File: config.mk
export PLATFORM = sky130hd
export DESIGN_NAME = sync_bus_capture
export DESIGN_NICKNAME = d
export VERILOG_FILES = /design/src/rtl/sync_capture_pkg.sv /design/src/rtl/sync_bus_capture_counter.sv /design/src/rtl/sync_bus_capture.sv
export SDC_FILE = /design/constraint.sdc
export NUM_CORES = 1
export LEC_CHECK = 0
export ABC_AREA = 1
export CAP_MARGIN = 20
export CORE_MARGIN = 2
export CORE_UTILIZATION = 25
export CTS_BUF_LIST = sky130_fd_sc_hd__clkbuf_4 sky130_fd_sc_hd__clkbuf_8 sky130_fd_sc_hd__clkbuf_16
export CTS_CLUSTER_SIZE = 16
export DETAILED_ROUTE_END_ITERATION = 10
export PLACE_DENSITY = 0.53
export SYNTH_ARGS = -nofsm -noshare
export SYNTH_HDL_FRONTEND = slang
export SYNTH_HIERARCHICAL = 1
export SYNTH_SLANG_ARGS = --single-unit
export TNS_END_PERCENT = 1
File: constraint.sdc
create_clock -name clk_out -period 4.4 [get_ports clk_out]
set_input_delay 0.88 -clock clk_out [delete_from_list [all_inputs] [get_ports clk_out]]
set_output_delay 0.88 -clock clk_out [all_outputs]
set_load 0.05 [all_outputs]
File: src/rtl/sync_capture_pkg.sv
// Shared types and widths for the synchronized-bus capture block.
package sync_capture_pkg;

  typedef enum logic [0:0] {
    IDLE    = 1'b0,
    PENDING = 1'b1
  } state_t;

  localparam int CNT_W = 8;
  localparam int OVR_W = 8;

endpackage

File: src/rtl/sync_bus_capture_counter.sv
// Stability qualifier: tracks how long data_in has matched the previous sample.
module sample_stability_counter
  import sync_capture_pkg::*;
#(
  parameter int M             = 15,
  parameter int STABLE_CYCLES = 4
) (
  input  logic         clk_out,
  input  logic         rst,
  input  logic [M-1:0] data_in,
  output logic [M-1:0] prev,
  output logic         stable
);

  localparam logic [CNT_W-1:0] CNT_MAX = CNT_W'(STABLE_CYCLES - 1);

  logic [M-1:0]     prev_reg;
  logic [CNT_W-1:0] cnt_reg;
  logic [CNT_W-1:0] cnt_next;

  // Any difference restarts qualification; otherwise count up and hold at the top.
  always_comb begin
    cnt_next = cnt_reg;
    if (data_in != prev_reg) begin
      cnt_next = '0;
    end else if (cnt_reg != CNT_MAX) begin
      cnt_next = cnt_reg + CNT_W'(1);
    end
  end

  always_ff @(posedge clk_out or posedge rst) begin
    if (rst) begin
      prev_reg <= '0;
      cnt_reg  <= '0;
    end else begin
      prev_reg <= data_in;
      cnt_reg  <= cnt_next;
    end
  end

  assign prev   = prev_reg;
  assign stable = (cnt_reg == CNT_MAX);

endmodule

File: src/rtl/sync_bus_capture.sv
// Commits a bus value once it has been stable for STABLE_CYCLES samples and offers it with valid/ready.
// Optional overwrite counter enabled by defining SYNC_CAPTURE_OVERRUN_EN.
module sync_bus_capture
  import sync_capture_pkg::*;
#(
  parameter int M             = 15,
  parameter int STABLE_CYCLES = 4
) (
  input  logic             clk_out,
  input  logic             rst,
  input  logic [M-1:0]     data_in,
  input  logic             ready,
`ifdef SYNC_CAPTURE_OVERRUN_EN
  output logic [OVR_W-1:0] overrun_cnt,
`endif
  output logic [M-1:0]     data_out,
  output logic             valid
);

  logic [M-1:0] prev;
  logic         stable;
  logic         commit;
  logic         transfer;
  state_t       state_reg;
  state_t       state_next;
  logic [M-1:0] data_out_reg;

  sample_stability_counter #(
    .M             (M),
    .STABLE_CYCLES (STABLE_CYCLES)
  ) u_stability (
    .clk_out (clk_out),
    .rst     (rst),
    .data_in (data_in),
    .prev    (prev),
    .stable  (stable)
  );

  // A value already on data_out never recommits, so a held value commits once.
  assign commit   = stable && (prev != data_out_reg);
  assign transfer = (state_reg == PENDING) && ready;

  always_comb begin
    state_next = state_reg;
    case (state_reg)
      IDLE:    if (commit) state_next = PENDING;
      PENDING: if (transfer && !commit) state_next = IDLE;
      default: state_next = IDLE;
    endcase
  end

  always_ff @(posedge clk_out or posedge rst) begin
    if (rst) begin
      state_reg    <= IDLE;
      data_out_reg <= '0;
    end else begin
      state_reg <= state_next;
      if (commit) begin
        data_out_reg <= prev;
      end
    end
  end

  assign data_out = data_out_reg;
  assign valid    = (state_reg == PENDING);

`ifdef SYNC_CAPTURE_OVERRUN_EN
  logic [OVR_W-1:0] overrun_reg;
  logic             overwrite;

  // Replacing an unaccepted value; a same-edge transfer is not an overrun.
  assign overwrite = commit && (state_reg == PENDING) && !ready;

  always_ff @(posedge clk_out or posedge rst) begin
    if (rst) begin
      overrun_reg <= '0;
    end else if (overwrite && (overrun_reg != '1)) begin
      overrun_reg <= overrun_reg + OVR_W'(1);
    end
  end

  assign overrun_cnt = overrun_reg;
`endif

endmodule

==> Yosys cells after proc, flatten, opt, wreduce, memory -nomap -nowiden <==
Cells that the tools add are included.
{ "word_totals": {"regBits": 39, "latchBits": 0, "ramBits": 0, "mem_bits_ro": 0, "in_bits": 18, "output_inout_bits": 16, "wordCells": 20, "memories": 0} }
{ "op_classes": {"n_addsub": 1, "n_mul": 0, "n_div": 0, "magnitude_cmp": 0, "eq_ne": 4, "shifts": 0, "mux": 5, "bitwise_logic": 1, "n_reduce_logical": 5} }
{ "op_table": {"columns": ["cell", "count"], "rows": [
  ["inequality test 15 bit", 2],
  ["two-way mux 8 bit", 2],
  ["adder 8 x 1 -> 8 bit, second input constant", 1],
  ["== test 8 x 2 -> 1 bit, second input constant", 1],
  ["inequality test 8 x 2 -> 1 bit, second input constant", 1],
  ["logical AND 1 bit", 3],
  ["two-way mux 1 bit", 2],
  ["case mux 1 bit (2 select lines)", 1],
  ["nonzero test 2 bit", 1],
  ["zero test 1 bit", 1],
  ["NOT 1 bit", 1]
]} }

==> Depth between registers and ports, before layout <==
{ "depth": {"depth_word": 6, "ltp_mapped": 11} }

==> Hierarchy <==
Netlist, hierarchy kept.
{ "by_module_without_submodules": {"columns": ["mod", "n_inst", "cells_each", "area_per_inst_um2"], "rows": [
  ["sample_stability_counter", 1, 149, 1143.6],
  ["sync_bus_capture", 1, 150, 950.9]
]} }

==> Worst setup path after synthesis <==
No wires, ideal clock.
{ "synth_path": {"path_kind": "register to register", "startpoint": "register u_stability.cnt_reg[0]", "endpoint": "register data_out_reg[0] (netlist: data_out[0])", "arrival_ps": 1538, "path_slack_ps": 2796, "path_stages_with_launch": 8, "period_less_slack_ps": 1604, "cell_sequence": "dfrtp_1 -> ha_1 -> nand2_1 -> nor2_4 -> buf_1 -> clkbuf_1 -> nand3_1 -> nand2_1"} }
{ "synth_between": {"elab_chain_len": 2} }
{ "synth_rtl": {"columns": ["element", "line", "rtl"], "rows": [
  ["start: declaration", "sync_bus_capture_counter.sv:18", "logic [CNT_W-1:0] cnt_reg;"],
  ["start signal: assignment", "sync_bus_capture_counter.sv:37", "cnt_reg <= cnt_next;"],
  ["== test 8 x 2 -> 1 bit", "sync_bus_capture_counter.sv:42", "assign stable = (cnt_reg == CNT_MAX);"],
  ["net stable", "sync_bus_capture.sv:21", "logic stable;"],
  ["logical AND 1 bit", "sync_bus_capture.sv:40", "assign commit = stable && (prev != data_out_reg);"],
  ["end signal: assignment", "sync_bus_capture.sv:59", "data_out_reg <= prev;"],
  ["end: declaration", "sync_bus_capture.sv:26", "logic [M-1:0] data_out_reg;"]
]} }
The timed path passes the listed nets, and every way through them passes these cells.
A chain may end at the register's enable or synchronous reset.

==> Worst setup path after layout <==
{ "layout_path": {"startpoint": "register data_out_reg[14] (netlist: data_out[14])", "endpoint": "output data_out[14]"} }
{ "layout_rtl": {"columns": ["element", "line", "rtl"], "rows": [
  ["end: declaration", "sync_bus_capture.sv:16", "output logic [M-1:0] data_out,"]
]} }
No word-level cell between the ends.

==> metrics <==
CP max stage delay=0.83 ns; Nets=354; fraction of layout cells with a size suffix above 1=0.0625; TritonCTS sink count=39; cell class contributing the biggest share of worst-path delay=buffers and inverters; commonest cells after routing, fill and taps aside=nand2_1, inv_1, dfrtp_1; total I/O pin count=34; kind of capture point of the worst setup path=output pin; Period Utilization, post-route=0.549; post-route insts no fill=441; core region area=0.00818 mm^2; clock tree from TritonCTS=done; post-DR vias/cell=3.98; Setup Viol. Count Final=0; Final Hold Vio Count=0; fraction of the yosys area taken by sequential cells=0.466; DP Cell Count=433; worst hold path type=reg2reg; number of vias in the routed layout=1,754; maxcap violations=0; pin count of the biggest net entering global routing=24; maximum buffer depth of the clock tree=2; worst slew margin relative to its limit=0.367; setup skew after layout=0.00390 ns; worst-skew pair later-pin latency=0.29 ns; Data required, critical path=3.52 ns; effective utilization at floorplan=0.256; worst-case vdd ir drop=135 uV; setup TNS after final layout=0 ns; net count of the mapped netlist=318; number of gates given a new drive strength after cts=0; Fillers=877; number of buffers added for setup after CTS=0; first-pass iteration count of the detailed router=4; cell breakdown of the critical path=clkdlybuf4s50_1; CTS H-tree lvls=2; chip height=95.5 um; wire length of the first global-routing pass=7600 um; type of element launching the critical path=flop; via count of the first global-routing pass=1,687; number of nets with antenna violations after detailed routing=0; power per cell area=280 mW/mm^2; initial antenna violation count=0; run status=finished, final reports clean; final weighted congestion in routability-driven placement=0.697; worst-margin pin slew=0.949 ns; Num CTS Buffers=5; growth of design area from synthesis to finish=26.5%; Wirelength per Cell=9.98 um; worst endpoint data arrival time=1.54 ns; DRC errors left=0; worst-path maximum fanout=4; post-detailed-placement half-perimeter wirelength=3160 um; number of design-rule violations left by the first detailed-router iteration=60; total die area=0.00913 mm^2; category of the most critical setup path=reg2out; count of standard-cell rows=33; worst-path cell with the longest stage delay=clkdlybuf4s50_1; CTS clk-pin slew, worst paths=0.08 ns; remaining global-route overflow=0; number of instances in the synthesized netlist=299; number of buffer cells added on primary ports=33; clock root buffer=clkbuf_8; Yosys Warn Count=6; leading cell type in the layout, fill and taps excluded=nand2_1; unrepaired setup endpoints after global routing=false; count of unique library cells instantiated by Yosys=22; number of register bits inferred by synthesis=39; Leakage Power=1.41 nW; mean cell area of the mapped netlist=7.01 um^2; total length of routed wires=4400 um; instance area after placement=0.00253 mm^2; number of hold buffers added after cts=0; Final Critical Period=2.42 ns; highest clock frequency the design can meet=0.414 GHz; width of the die=95.5 um; cell area after synthesis=0.00209 mm^2; global-route usage over all layers=0.110; sum of buffers and inverters on the critical path=1; final non-filler cell area=0.00265 mm^2; number of antenna cells inserted=0; Max Slew Vio Count=0
## per-stage QoR
stage	util	hold slack (ns)	setup WS, ns	power, mW
floorplan	-	0.522	2.80	0.413
global placement	0.310	0.501	2.23	0.439
detailed placement	0.310	0.508	2.19	0.441
CTS	0.324	0.527	1.97	0.754
global route	0.324	0.540	1.93	0.780
finish	0.324	0.522	1.98	0.743
## report_power, final
part           leakage [nW]  switching, mW  internal [mW]
registers             0.510        0.00868          0.365
logic                 0.837         0.0312         0.0269
clock network        0.0612          0.127          0.184
## synth_stat cells
| master | count | share of area |
|---|---|---|
| a21boi_1 | 1 | 0.0036 |
| buf_1 | 1 | 0.0018 |
| o21ai_1 | 1 | 0.0024 |
| a21oi_1 | 1 | 0.0024 |
| inv_1 | 59 | 0.11 |
| clkbuf_1 | 1 | 0.0018 |
| ha_1 | 1 | 0.0060 |
| nand2_1 | 115 | 0.21 |
| buf_6 | 1 | 0.0054 |
| buf_2 | 1 | 0.0024 |
| xor2_1 | 2 | 0.0084 |
| nor2_1 | 35 | 0.063 |
| nor2_4 | 3 | 0.016 |
| xnor2_1 | 3 | 0.013 |
| nand2_4 | 2 | 0.011 |
| nand3_1 | 23 | 0.055 |
| nand2_2 | 2 | 0.0060 |
| dfrtp_1 | 39 | 0.47 |
| clkinv_1 | 1 | 0.0018 |
| nand3b_1 | 1 | 0.0036 |
| nand3_2 | 1 | 0.0048 |
| nor2_2 | 5 | 0.015 |
## worst register-to-register path: stages (launching register included)
cell	delay, ns
dfrtp_1	0.40
ha_1	0.23
nand2_1	0.10
nor2_4	0.48
nand2_4	0.25
nand2_1	0.11
nand2_1	0.05
## path summary, 6_finish.rpt
check,end,depth (start not counted),startpoint,slack (ns)
worst max register to register,data_out[7],6,u_stability/cnt_reg[0],2.67
min in group asynchronous,data_out[6],2,rst,1.02
max in group asynchronous,u_stability/prev[13],2,rst,2.69
worst min register to register,data_out[1],2,data_out[1],0.52
worst max-delay path,data_out[14],1,data_out[14],1.98
worst min-delay path,data_out[1],2,data_out[1],0.52
## metal layers
| metal | vias up | GRT usage | routed length (um) | part of all wire |
|---|---|---|---|---|
| met5 | - | 0 | 0 | 0 |
| met4 | 0 | 0.0381 | 59 | 0.013 |
| met3 | 6 | 0.0316 | 181 | 0.041 |
| met2 | 25 | 0.189 | 2210 | 0.50 |
| met1 | 785 | 0.130 | 1950 | 0.44 |
| li1 | 938 | - | - | - |
## logic make-up after synthesis
kind of cell / after synthesis / synth area share
adders and majority gates: 1 / 0.00597
DFF: 39 / 0.466
xor gates and xnor gates: 5 / 0.0209
and+or+nand+nor: 187 / 0.380
buffers and inverters: 64 / 0.119
AOI/OAI and AO/OA: 3 / 0.00836
## cell type report
type | instances | area, um^2 | area share
flip-flops and latches | 39 | 976 | 0.368
multi-input cells | 196 | 870 | 0.328
repair buffers | 33 | 330 | 0.125
inverters | 60 | 225 | 0.0850
well taps | 105 | 131 | 0.0496
clock buffers | 6 | 82.6 | 0.0312
clock inverters | 2 | 35.0 | 0.0132
No activity file was read; power rests on OpenSTA's default activity.
